<file path="src/rtl/instr_encoder_loader.sv">
// Program loader: encodes instruction descriptors into MIPS words and writes them sequentially into instruction memory.
// Optional build macro LOADER_NOP_PAD_EN fills the unused tail of memory with NOPs after END.
`timescale 1ns/1ps

module instr_encoder_loader #(
    parameter int MEMORY_DEPTH = 64,
    parameter int ADDR_WIDTH   = 6
) (
    input  logic                  clk,
    input  logic                  reset,
    input  logic                  start,
    input  logic                  in_valid,
    output logic                  in_ready,
    input  logic [2:0]            in_kind,
    input  logic [4:0]            in_rs,
    input  logic [4:0]            in_rt,
    input  logic [4:0]            in_rd,
    input  logic [4:0]            in_shamt,
    input  logic [5:0]            in_funct,
    input  logic [15:0]           in_imm,
    input  logic [25:0]           in_target,
    output logic                  mem_we,
    output logic [ADDR_WIDTH-1:0] mem_addr,
    output logic [31:0]           mem_wdata,
    output logic                  busy,
    output logic                  done,
    output logic                  overflow_err,
    output logic [ADDR_WIDTH:0]   instr_count
);

    typedef enum logic [2:0] {
        KIND_R    = 3'd0,
        KIND_ADDI = 3'd1,
        KIND_ORI  = 3'd2,
        KIND_ANDI = 3'd3,
        KIND_BEQ  = 3'd4,
        KIND_BNE  = 3'd5,
        KIND_J    = 3'd6,
        KIND_END  = 3'd7
    } kindType;

    typedef enum logic [2:0] {
        IDLE,
        ACCEPT,
        WRITE,
`ifdef LOADER_NOP_PAD_EN
        PAD,
`endif
        DONE,
        ERROR
    } stateType;

    localparam logic [ADDR_WIDTH:0] DEPTH_PTR = (ADDR_WIDTH+1)'(MEMORY_DEPTH);

    stateType              state;
    kindType               kind;
    logic [ADDR_WIDTH:0]   ptr;
    logic [31:0]           encodedWord;
    logic                  memFull;

    assign kind    = kindType'(in_kind);
    assign memFull = (ptr == DEPTH_PTR);

    assign in_ready     = (state == ACCEPT);
    assign done         = (state == DONE);
    assign overflow_err = (state == ERROR);
`ifdef LOADER_NOP_PAD_EN
    assign busy = (state == ACCEPT) || (state == WRITE) || (state == PAD);
`else
    assign busy = (state == ACCEPT) || (state == WRITE);
`endif

    // NOTE: every combinational output gets a default first so no path can infer a latch.
    always_comb begin
        encodedWord = 32'h0000_0000;
        case (kind)
            KIND_R:    encodedWord = {6'h00, in_rs, in_rt, in_rd, in_shamt, in_funct};
            KIND_ADDI: encodedWord = {6'h08, in_rs, in_rt, in_imm};
            KIND_ORI:  encodedWord = {6'h0d, in_rs, in_rt, in_imm};
            KIND_ANDI: encodedWord = {6'h0c, in_rs, in_rt, in_imm};
            KIND_BEQ:  encodedWord = {6'h04, in_rs, in_rt, in_imm};
            KIND_BNE:  encodedWord = {6'h05, in_rs, in_rt, in_imm};
            KIND_J:    encodedWord = {6'h02, in_target};
            default:   encodedWord = 32'h0000_0000;
        endcase
    end

    // NOTE: state uses non-blocking assignments; the async reset clears mem_we immediately, aborting any write.
    always_ff @(posedge clk or negedge reset) begin
        if (!reset) begin
            state       <= IDLE;
            ptr         <= '0;
            instr_count <= '0;
            mem_we      <= 1'b0;
            mem_addr    <= '0;
            mem_wdata   <= '0;
        end else begin
            mem_we <= 1'b0;
            case (state)
                IDLE, DONE, ERROR: begin
                    if (start) begin
                        state       <= ACCEPT;
                        ptr         <= '0;
                        instr_count <= '0;
                    end
                end
                ACCEPT: begin
                    if (in_valid) begin
                        if (kind == KIND_END) begin
`ifdef LOADER_NOP_PAD_EN
                            if (memFull) begin
                                state <= DONE;
                            end else begin
                                state     <= PAD;
                                mem_we    <= 1'b1;
                                mem_addr  <= ptr[ADDR_WIDTH-1:0];
                                mem_wdata <= 32'h0000_0000;
                                ptr       <= ptr + 1'b1;
                            end
`else
                            state <= DONE;
`endif
                        end else if (memFull) begin
                            state <= ERROR;
                        end else begin
                            state     <= WRITE;
                            mem_we    <= 1'b1;
                            mem_addr  <= ptr[ADDR_WIDTH-1:0];
                            mem_wdata <= encodedWord;
                        end
                    end
                end
                WRITE: begin
                    state       <= ACCEPT;
                    ptr         <= ptr + 1'b1;
                    instr_count <= instr_count + 1'b1;
                end
`ifdef LOADER_NOP_PAD_EN
                PAD: begin
                    // Pointer already advanced past the word being written this cycle.
                    if (memFull) begin
                        state <= DONE;
                    end else begin
                        mem_we    <= 1'b1;
                        mem_addr  <= ptr[ADDR_WIDTH-1:0];
                        mem_wdata <= 32'h0000_0000;
                        ptr       <= ptr + 1'b1;
                    end
                end
`endif
                default: state <= IDLE;
            endcase
        end
    end

endmodule

</file>
<file path="config.mk">
export PLATFORM = sky130hd
export DESIGN_NAME = instr_encoder_loader
export DESIGN_NICKNAME = d
export VERILOG_FILES = /design/src/rtl/instr_encoder_loader.sv
export SDC_FILE = /design/constraint.sdc
export NUM_CORES = 1
export LEC_CHECK = 0
export ABC_AREA = 1
export BUFFER_PORTS_ARGS = -buffer_cell sky130_fd_sc_hd__buf_2
export CAP_MARGIN = 20
export CORE_MARGIN = 2
export CORE_UTILIZATION = 30
export DETAILED_ROUTE_END_ITERATION = 10
export HOLD_SLACK_MARGIN = 0.05
export PLACE_DENSITY = 0.62
export SLEW_MARGIN = 20
export SYNTH_ARGS = -nofsm -noshare
export SYNTH_HDL_FRONTEND = slang
export SYNTH_SLANG_ARGS = --single-unit
</file>
<file path="constraint.sdc">
create_clock -name clk -period 1.4 [get_ports clk]
set_input_delay 0 -clock clk [delete_from_list [all_inputs] [get_ports clk]]
set_output_delay 0 -clock clk [all_outputs]
set_load 0.05 [all_outputs]
</file>
==> run summary, run 1 <==
Fin Hold WS: 0.0823 ns
DR WL/cell: 13.1 um
Max Freq: 687 MHz
Gate Count Post-Synth: 447
Final Slew Violations: 0
Yosys reg bits: 54
Num CTS Buffers: 5
CTS Sinks: 54
Post-Syn Area per Cell: 7.02 sq um
layout cells sized above 1: 33.9%
synthesized cell area: 3140 sq um
hold path start: in_rd[2]
Synth top area share: 43.1%
failing checks: negative setup slack
drc violations: 0
antenna violations before repair: 0
Worst Path Max Fanout: 7
Seq/Total Area, Yosys: 43.1%
initial core utilization: 30.7%
worst path required time: 1.61 ns
# diodes: 0
adder-cell share of the synthesized area: 1.20%
Total GRT Usage: 17.6%
Die W: 106 um
num rows: 37
Place WS: -0.133 ns
min cycle time layout: 1.45 ns
PwrDens: 1770 nW/um^2
core area: 10200 sq um
Clock Tree Root: clkbuf_8
ys async rst share: 100%
GRT Residual Overflow: 0
Warnings, synthesis: 0
CTS tree: done
DP HPWL: 6290 um
clk_skew: 0.00824 ns
peak supply drop: 1.58 mV
Worst Slack Setup Final: -0.0548 ns
CTS H-tree lvls: 2
Critical Path AT: 1.67 ns
first-pass GRT wire length: 16100 um
Final setup viols: 36
Filler Cell Count: 1018
Total Die Area: 11300 sq um
vias in the first global route: 3473
TritonRoute pass-1 iters: 4
Max clock buf depth: 2
Synth Area in Compound Gates: 2.35%
post-synth top area cell: dfrtp_1
IO Count: 125
Synth Area in Simple Gates: 43.4%
hold crit path type: in -> reg
largest family of logic cells by synthesized area: simple AND/OR/NAND/NOR gates
post-synthesis cell type count: 28
final WL: 10100 um
Synth area leaders: dfrtp_1 (43%), nand2_1 (28%), nand3_1 (6.4%), inv_1 (4.2%), nand4_1 (3.2%)
Crit. End Element: register
clk slew on worst S/H paths: 0.10 ns
largest net degree at the start of global routing: 55
most common cell after layout, fill and taps aside: nand2_1
Post-synth EDFFs: 0
Vias: 3532
Fin. Hold Viols: 0
GP Congestion: 0.793
post-synthesis xor/xnor area fraction: 0%
Worst-Skew Late Latency: 0.31 ns
Worst setup SP type: register
Tcrit/Tclk final: 104%
most frequent cells in the layout: nand2_1 (216), buf_2 (121), dfrtp_1 (52)
mux cell area share after synthesis: 0%
WS Path Type: reg -> reg
Synth Flop Type: dfrtp_1
Area growth syn-to-layout: 53.6%
RSZ-0062 raised after global routing: true
Max-Cap Viols: 0
Leak: 2.76 nW
CP startpoint: ptr[1]
number of buffers added on ports: 122
Post-DRT Antenna Nets: 0
height of the die: 106 um
outcome: finished, violations left
Initial DRC Count: 215
drt via density: 4.59
final net count: 711
reg2reg start: ptr[1]
## worst paths after layout
path / end / slack [ns] / cells after the start
setup reg to reg: mem_wdata[4] / -0.05 / 10
hold reg to reg: mem_wdata[15] / 0.49 / 2
setup / recovery: mem_wdata[4] / -0.05 / 10
min in group asynchronous: instr_count[5] / 0.18 / 3
hold / removal: mem_wdata[13] / 0.08 / 7
max in group asynchronous: mem_wdata[13] / 0.95 / 3
## registers in the layout, summed over array words and instances, names as in the netlist
signal       flops
mem_addr         6
mem_wdata       30
ptr              7
mem_we           1
instr_count      7
state            3
## logic make-up (layout without fill, tap and decap cells)
group	Yosys count	count (layout)
DFF	54	54
and+or+nand+nor	317	318
buffers and inverters	58	243
adders and majority gates	3	3
AOI/OAI and AO/OA	14	14
other	1	2
## stage by stage
stage | util, % | instances | power [mW] | area [sq um] | setup TNS, ns
floorplan | - | 448 | 5.49 | 3150 | 0
global placement | 39.0 | 711 | 6.63 | 3990 | -2.08
detailed placement | 39.0 | 711 | 6.70 | 3990 | -3.56
CTS | 45.1 | 764 | 8.18 | 4610 | -0.103
global route | 47.1 | 770 | 9.02 | 4820 | -4.21
finish | 47.1 | 770 | 8.51 | 4820 | -0.992
## power breakdown
part           leakage, nW  switching [mW]  internal [mW]
clock network       0.0585           0.552          0.537
registers            0.707           0.338           2.07
logic                 1.99            3.41           1.60
total                 2.76            4.30           4.21
## final cells by class
class / count / area (sq um) / area share (%)
Clock inverter: 3 / 43.8 / 0.909
Tap cell: 136 / 170 / 3.53
Inverter: 39 / 153 / 3.17
Clock buffer: 5 / 68.8 / 1.43
Multi-Input combinational cell: 337 / 1620 / 33.7
Timing Repair Buffer: 196 / 1410 / 29.2
Sequential cell: 54 / 1350 / 28.1
## layer usage
metal  track usage, %  vias to the layer above  part of all wire (%)
met5                0                        -                     0
met4             4.42                        0                   1.4
met3             3.25                       15                   5.8
met2             32.1                      112                    51
met1             21.2                     1642                    42
li1                 -                     1763                     -
## repair_timing
action,4_1_cts,5_1_grt
hold buffers,38,0
pin swaps,2,15
endpoints found under the hold margin,81,0
resized for setup,9,37
cloned,1,2
buffers inserted,6,4
endpoints found under the setup margin,41,46
## worst max-delay path, cell delays in order, from the launching register on
cell and delay (ns):
dfrtp_1 0.37, inv_2 0.06, ha_4 0.15, nand2_2 0.05, inv_2 0.04, nand3_4 0.06, buf_6 0.11, nand3b_4 0.17
clkbuf_16 0.22, nand2_1 0.05, nand2_1 0.05
## synthesized netlist by cell type (2+ instances only)
| cell | number |
|---|---|
| o21ai_0 | 10 |
| ha_1 | 3 |
| buf_6 | 5 |
| nand4_1 | 16 |
| nor2_1 | 14 |
| nand2_2 | 4 |
| buf_8 | 3 |
| inv_2 | 3 |
| nand3_1 | 40 |
| dfrtp_1 | 54 |
| a21oi_1 | 2 |
| buf_2 | 7 |
| inv_1 | 35 |
| nand2_1 | 233 |
| nand3_2 | 3 |
| buf_4 | 3 |
(Power assumes the default switching activity.)
==> inputs of run 2 (changes only) <==
ABC_AREA = default   (was 1)
==> run 2 against run 1 <==
Compared with the run above:
- the run still ends with negative setup slack left
- area after synthesis is 3.9% lower
- sequential share of layout area is 2.1 points higher
- sequential power hardly changed
- via count is 16% lower
==> run summary, run 2 <==
Worst-Skew Late Latency: 0.31 ns (about the same)
RSZ-0062 raised after global routing: true
FF-to-FF End: mem_wdata[6]
first-pass GRT wire length: 14000 um (-13%)
Buf+Inv Stages, Crit Path: 2 (-2)
Slowest-stage cell, CP: dfrtp_1
GP Congestion: 0.738 (-6.9%)
Worst setup SP type: register
Leak: 2.07 nW (-25%)
Final Slew Violations: 0 (unchanged)
post-synth top area cell: dfrtp_1
IO Count: 125 (unchanged)
final net count: 558 (-22%)
TritonRoute pass-1 iters: 4 (unchanged)
final WL: 8710 um (-13%)
reg2reg start: ptr[0]
most common cell after layout, fill and taps aside: buf_2
Max Freq: 582 MHz (-15%)
Die W: 104 um (-1.9%)
height of the die: 104 um (-1.9%)
largest net degree at the start of global routing: 55 (unchanged)
vias in the first global route: 2884 (-17%)
Synth top cells by count: dfrtp_1 (54), a21oi_1 (40), nor2_1 (22)
Vias: 2975 (-16%)
WHS Endpoint: state[0]
top flop regs: mem_wdata: 30 flops, instr_count: 7 flops, ptr: 7 flops
Warnings, synthesis: 0 (unchanged)
post-synthesis cell type count: 38 (+36%)
Area growth syn-to-layout: 48.8%
Num CTS Buffers: 5 (unchanged)
Max clock buf depth: 2 (unchanged)
drc violations: 0 (unchanged)
CTS H-tree lvls: 2 (unchanged)
layout cells sized above 1: 44.3% (+10 points)
synthesized cell area: 3010 sq um (-3.9%)
Seq/Total Area, Yosys: 44.8% (+1.8 points)
Filler Cell Count: 956 (-6.1%)
max FFs per register: 30 (unchanged)
core area: 9770 sq um (-4.5%)
min cycle time layout: 1.72 ns (+0.264 ns)
Fin Hold WS: 0.0953 ns (+0.0130 ns)
Total Die Area: 10900 sq um (-3.8%)
CP cell instances: inv_1 > ha_2 > and4bb_1 > a211oi_4 > buf_12 > mux2_2
DR WL/cell: 14.2 um (+8.6%)
DP HPWL: 6160 um (-2.1%)
num rows: 36 (-2.7%)
Crit. End Element: register
most numerous cell in the Yosys netlist: dfrtp_1
GRT Residual Overflow: 0 (unchanged)
Synth Flop Type: dfrtp_1
worst reg2reg path depth: 6 (-4)
outcome: finished, violations left
CTS tree: done
Initial DRC Count: 157 (-27%)
clk slew on worst S/H paths: 0.10 ns (about the same)
FF-to-FF setup slack: -0.32 ns (-0.26 ns)
PwrDens: 1940 nW/um^2 (+9.8%)
Worst Slack Setup Final: -0.319 ns (-0.264 ns)
Final setup viols: 41 (+14%)
fin cells: 614 (-20%)
hold crit path type: in -> reg
most frequent cells in the layout: buf_2 (118), dfrtp_1 (51), a21oi_1 (38)
WS Path Type: reg -> reg
clk_skew: 0.00756 ns (-0.000671 ns)
antenna violations before repair: 0 (unchanged)
Post-Syn Area per Cell: 9.39 sq um (+34%)
Synth area leaders: dfrtp_1 (45%), a21oi_1 (6.6%), mux2_2 (4.5%), a211oi_1 (4.0%), mux2_1 (3.7%)
worst path required time: 1.59 ns (-0.02 ns)
number of buffers added on ports: 122 (unchanged)
drt via density: 4.85 (+5.6%)
Yosys reg bits: 54 (unchanged)
peak supply drop: 1.05 mV (-33%)
Largest Register: mem_wdata
Hold Path Stages: 3 (-4)
Synth top area share: 44.8% (+1.8 points)
setup_tns: -9.66 ns (-8.67 ns)
placed cell count: 583 (-18%)
Gate Count Post-Synth: 321 (-28%)
Top delay family on crit path: flip-flops
CTS Sinks: 54 (unchanged)
Total GRT Usage: 15.7% (-1.9 points)
slowest cell delay on critical path: 0.36 ns (about the same)
Worst Path Max Fanout: 16 (+9)
Post-synth EDFFs: 0 (unchanged)
Max-Cap Viols: 0 (unchanged)
Post-DRT Antenna Nets: 0 (unchanged)
Critical Path AT: 1.91 ns (+0.24 ns)
Clock Tree Root: clkbuf_8
initial core utilization: 30.8% (+0.18 points)
# diodes: 0 (unchanged)
hold path start: in_valid
ys async rst share: 100% (unchanged)
Fin. Hold Viols: 0 (unchanged)
failing checks: negative setup slack
Tcrit/Tclk final: 123% (+19 points)
## run 2: worst reg2reg max path: stages (launching register included)
cell,delay (ns)
dfrtp_1,0.36
inv_1,0.05
ha_2,0.16
and4bb_1,0.22
a211oi_4,0.29
buf_12,0.20
mux2_2,0.35
## run 2: worst max path at each step
stage | start | end | slack (ns) | cells after the start
5_1_grt | ptr[0] | mem_addr[2] | -0.39 | 6
2_1_floorplan | ptr[0] | mem_wdata[4] | -0.47 | 6
3_3_place_gp | ptr[0] | mem_addr[2] | -0.34 | 6
4_1_cts | ptr[0] | mem_wdata[9] | -0.33 | 6
3_5_place_dp | ptr[0] | mem_wdata[20] | -0.40 | 8
6_report | ptr[0] | mem_wdata[6] | -0.32 | 6
## run 2: kinds of logic (layout without fill, tap and decap cells)
kind of cell / Yosys count / after routing / share of synthesized area [%]
AND/OR/NAND/NOR: 118 / 118 / 22.2
AO/OA/AOI/OAI: 86 / 86 / 17.1
flip-flops: 54 / 54 / 44.8
buffers and inverters: 34 / 193 / 5.40
multiplexers: 23 / 23 / 8.55
adder cells (fa/ha/maj): 3 / 3 / 1.25
XOR/XNOR: 2 / 2 / 0.581
other: 1 / 2 / 0.124
## run 2: per-stage QoR
stage	util (%)	setup WS [ns]	instance area, sq um	power, mW
after floorplan	-	-0.471	3070	5.83
after global placement	40.9	-0.340	4000	7.02
after detailed placement	40.9	-0.404	4000	7.08
after CTS	44.6	-0.327	4360	8.48
after global routing	45.9	-0.392	4490	9.17
final	45.9	-0.319	4490	8.69
## run 2: layer usage
metal / wire [um] / vias up / part of all wire [%] / global-route usage [%]
li1: - / 1481 / - / -
met1: 3860 / 1395 / 44 / 20.3
met5: 0 / - / 0 / 0
met2: 4310 / 92 / 49 / 27.2
met3: 458 / 7 / 5.3 / 3.32
met4: 79 / 0 / 0.91 / 2.99
## run 2: area by class of cell
| type | instances | area, sq um | share of cell area, % |
|---|---|---|---|
| flip-flops and latches | 54 | 1360 | 30.2 |
| repair buffers | 179 | 1200 | 26.9 |
| well taps | 133 | 166 | 3.71 |
| inverters | 6 | 26.3 | 0.586 |
| clock inverters | 2 | 37.5 | 0.837 |
| clock buffers | 6 | 72.6 | 1.62 |
| multi-input cells | 234 | 1620 | 36.2 |
## run 2: report_power, final
part | internal, mW | switching [mW]
combinational | 1.81 | 3.41
sequential | 2.11 | 0.311
clock | 0.534 | 0.517
## run 2: timing repair
item,in CTS,in global routing
hold endpoints to repair,67,0
pin swaps,6,9
cloned,0,1
setup buffers,8,4
setup endpoints to repair,54,53
gates resized for setup,22,31
hold buffers,12,0
==> inputs of run 3 (changes only) <==
BUFFER_PORTS_ARGS = default   (was -buffer_cell sky130_fd_sc_hd__buf_2)
DONT_BUFFER_PORTS = 1   (was default)
PLACE_DENSITY = 0.47   (was 0.62)
==> run 3 against run 2 <==
Compared with the run above:
- final cell count is 11% lower
- first-iteration DRC count grew 0.64%
- the run still ends with negative setup slack left
- highest routed layer unchanged
- clock power up 5%
- via count decreased by 5.8%
- critical endpoint unchanged
- global-route usage rose by 0.36 points
- largest cell class unchanged
- largest power group unchanged
- flip-flop and latch count stayed put
- total power up 7.2%
==> run summary, run 3 (same netlist as run 2, synthesis figures left out) <==
Max clock buf depth: 2 (unchanged)
Crit. End Element: register
Total GRT Usage: 16.0% (+0.36 points)
DR WL/cell: 16.7 um (+18%)
clk_skew: 0.00686 ns (-0.000700 ns)
DP HPWL: 5480 um (-11%)
Worst Path Max Fanout: 8 (-8)
Max-Cap Viols: 0 (unchanged)
vias in the first global route: 2778 (-3.7%)
drt via density: 5.11 (+5.4%)
height of the die: 104 um (unchanged)
Critical Path AT: 1.98 ns (+0.07 ns)
Slew headroom: 46.7%
num rows: 36 (unchanged)
IO Count: 125 (unchanged)
hold crit path type: in -> reg
CTS tree: done
drc violations: 0 (unchanged)
most common cell after layout, fill and taps aside: buf_4
Tcrit/Tclk final: 127% (+3.8 points)
Buf+Inv Stages, Crit Path: 3 (+1)
core area: 9770 sq um (unchanged)
worst path required time: 1.61 ns (+0.02 ns)
Worst Slack Setup Final: -0.372 ns (-0.0529 ns)
Vias: 2803 (-5.8%)
outcome: finished, violations left
Initial DRC Count: 158 (+0.64%)
antenna violations before repair: 0 (unchanged)
Max Freq: 564 MHz (-3.0%)
post-route cell area: 4430 sq um (-1.3%)
RSZ-0062 raised after global routing: true
final net count: 493 (-12%)
initial core utilization: 30.8% (unchanged)
Num CTS Buffers: 5 (unchanged)
slowest cell delay on critical path: 0.38 ns (+0.02 ns)
Die W: 104 um (unchanged)
WS Path Type: reg -> reg
layout cells sized above 1: 33.9% (-10 points)
Final setup viols: 39 (-4.9%)
TritonRoute pass-1 iters: 4 (unchanged)
first-pass GRT wire length: 14200 um (+0.88%)
Fin. Hold Viols: 0 (unchanged)
Final Slew Violations: 0 (unchanged)
failing checks: negative setup slack
CTS Sinks: 54 (unchanged)
Worst setup SP type: register
Design Power: 9.32 mW (+7.2%)
CTS H-tree lvls: 2 (unchanged)
GP Congestion: 0.760 (+3.0%)
Place WS: -0.370 ns (+0.0343 ns)
max FFs per register: 30 (unchanged)
PwrDens: 2100 nW/um^2 (+8.6%)
DP Area: 3670 sq um (-8.2%)
Post-DRT Antenna Nets: 0 (unchanged)
Total Die Area: 10900 sq um (unchanged)
Final Util: 45.3% (-0.58 points)
GRT Residual Overflow: 0 (unchanged)
number of buffers added on ports: 0 (-100%)
Clock Tree Root: clkbuf_8
Top delay family on crit path: flip-flops
most frequent cells in the layout: buf_4 (66), dfrtp_1 (51), a21oi_1 (38)
Worst-Skew Late Latency: 0.32 ns (about the same)
clk slew on worst S/H paths: 0.11 ns (about the same)
CP cell instances: inv_2 > ha_2 > and4bb_1 > a211oi_4 > buf_4 > clkbuf_16 > mux2_2
Filler Cell Count: 936 (-2.1%)
fin cells: 549 (-11%)
Leak: 1.88 nW (-9.0%)
final WL: 9170 um (+5.2%)
peak supply drop: 0.894 mV (-15%)
largest net degree at the start of global routing: 55 (unchanged)
Area growth syn-to-layout: 46.9%
Slowest-stage cell, CP: dfrtp_1
min cycle time layout: 1.77 ns (+0.0529 ns)
top flop regs: mem_wdata: 30 flops, instr_count: 7 flops, ptr: 7 flops
placed cell count: 502 (-14%)
Worst Max-Slew Pin Slew: 0.797 ns
Largest Register: mem_wdata
# diodes: 0 (unchanged)
-- run 3: cell types whose count changed in the layout (fill, tap and decap cells not counted), sizes merged --
cell / before / now
buf: 167 / 85
dlygate4sd3: 12 / 26
clkbuf: 6 / 8
clkinv: 0 / 1
clkinvlp: 2 / 1
inv: 5 / 6
-- run 3: metal layers --
| metal | vias to the layer above | part of all wire (%) | GRT usage (%) |
|---|---|---|---|
| li1 | 1346 | - | - |
| met1 | 1347 | 44 | 20.1 |
| met2 | 106 | 50 | 28.4 |
| met3 | 4 | 5.6 | 3.38 |
| met4 | 0 | 0.69 | 3.57 |
| met5 | - | 0 | 0 |
-- run 3: worst paths after layout --
kind	startpoint	to	slack, ns	cells past startpoint
hold reg to reg	instr_count[6]	instr_count[6]	0.49	1
hold / removal	in_kind[2]	mem_wdata[0]	0.05	2
max in group asynchronous	reset	mem_wdata[4]	0.95	2
setup / recovery	ptr[0]	mem_wdata[6]	-0.37	7
setup reg to reg	ptr[0]	mem_wdata[6]	-0.37	7
min in group asynchronous	reset	instr_count[6]	0.22	2
-- run 3: timing repair --
| action | 4_1_cts | 5_1_grt |
|---|---|---|
| gates cloned | 0 | 3 |
| setup buffers | 10 | 5 |
| pin swaps | 15 | 9 |
| hold endpoints to repair | 90 | 0 |
| gates resized for setup | 37 | 34 |
| setup endpoints to repair | 55 | 57 |
| hold buffers | 27 | 0 |
-- run 3: stage by stage --
stage	TNS [ns]	hold WS (ns)
final	-11.25	0.0518
after global routing	-14.78	0.0649
after CTS	-11.01	0.0505
after detailed placement	-14.20	-0.294
after global placement	-12.11	-0.293
after floorplan	-13.92	-0.296
-- run 3: layout make-up --
type	count	area [sq um]	area share (%)
Clock inverter	3	43.8	0.989
Multi-Input combinational cell	234	1670	37.6
Tap cell	133	166	3.76
Clock buffer	5	68.8	1.55
Inverter	6	28.8	0.650
Sequential cell	54	1360	30.6
Timing Repair Buffer	114	1100	24.8
-- run 3: where the power goes --
group          leakage (nW)  switching [mW]  internal [mW]
logic                  1.15            3.40           2.33
clock network        0.0585           0.566          0.538
registers             0.672           0.371           2.11
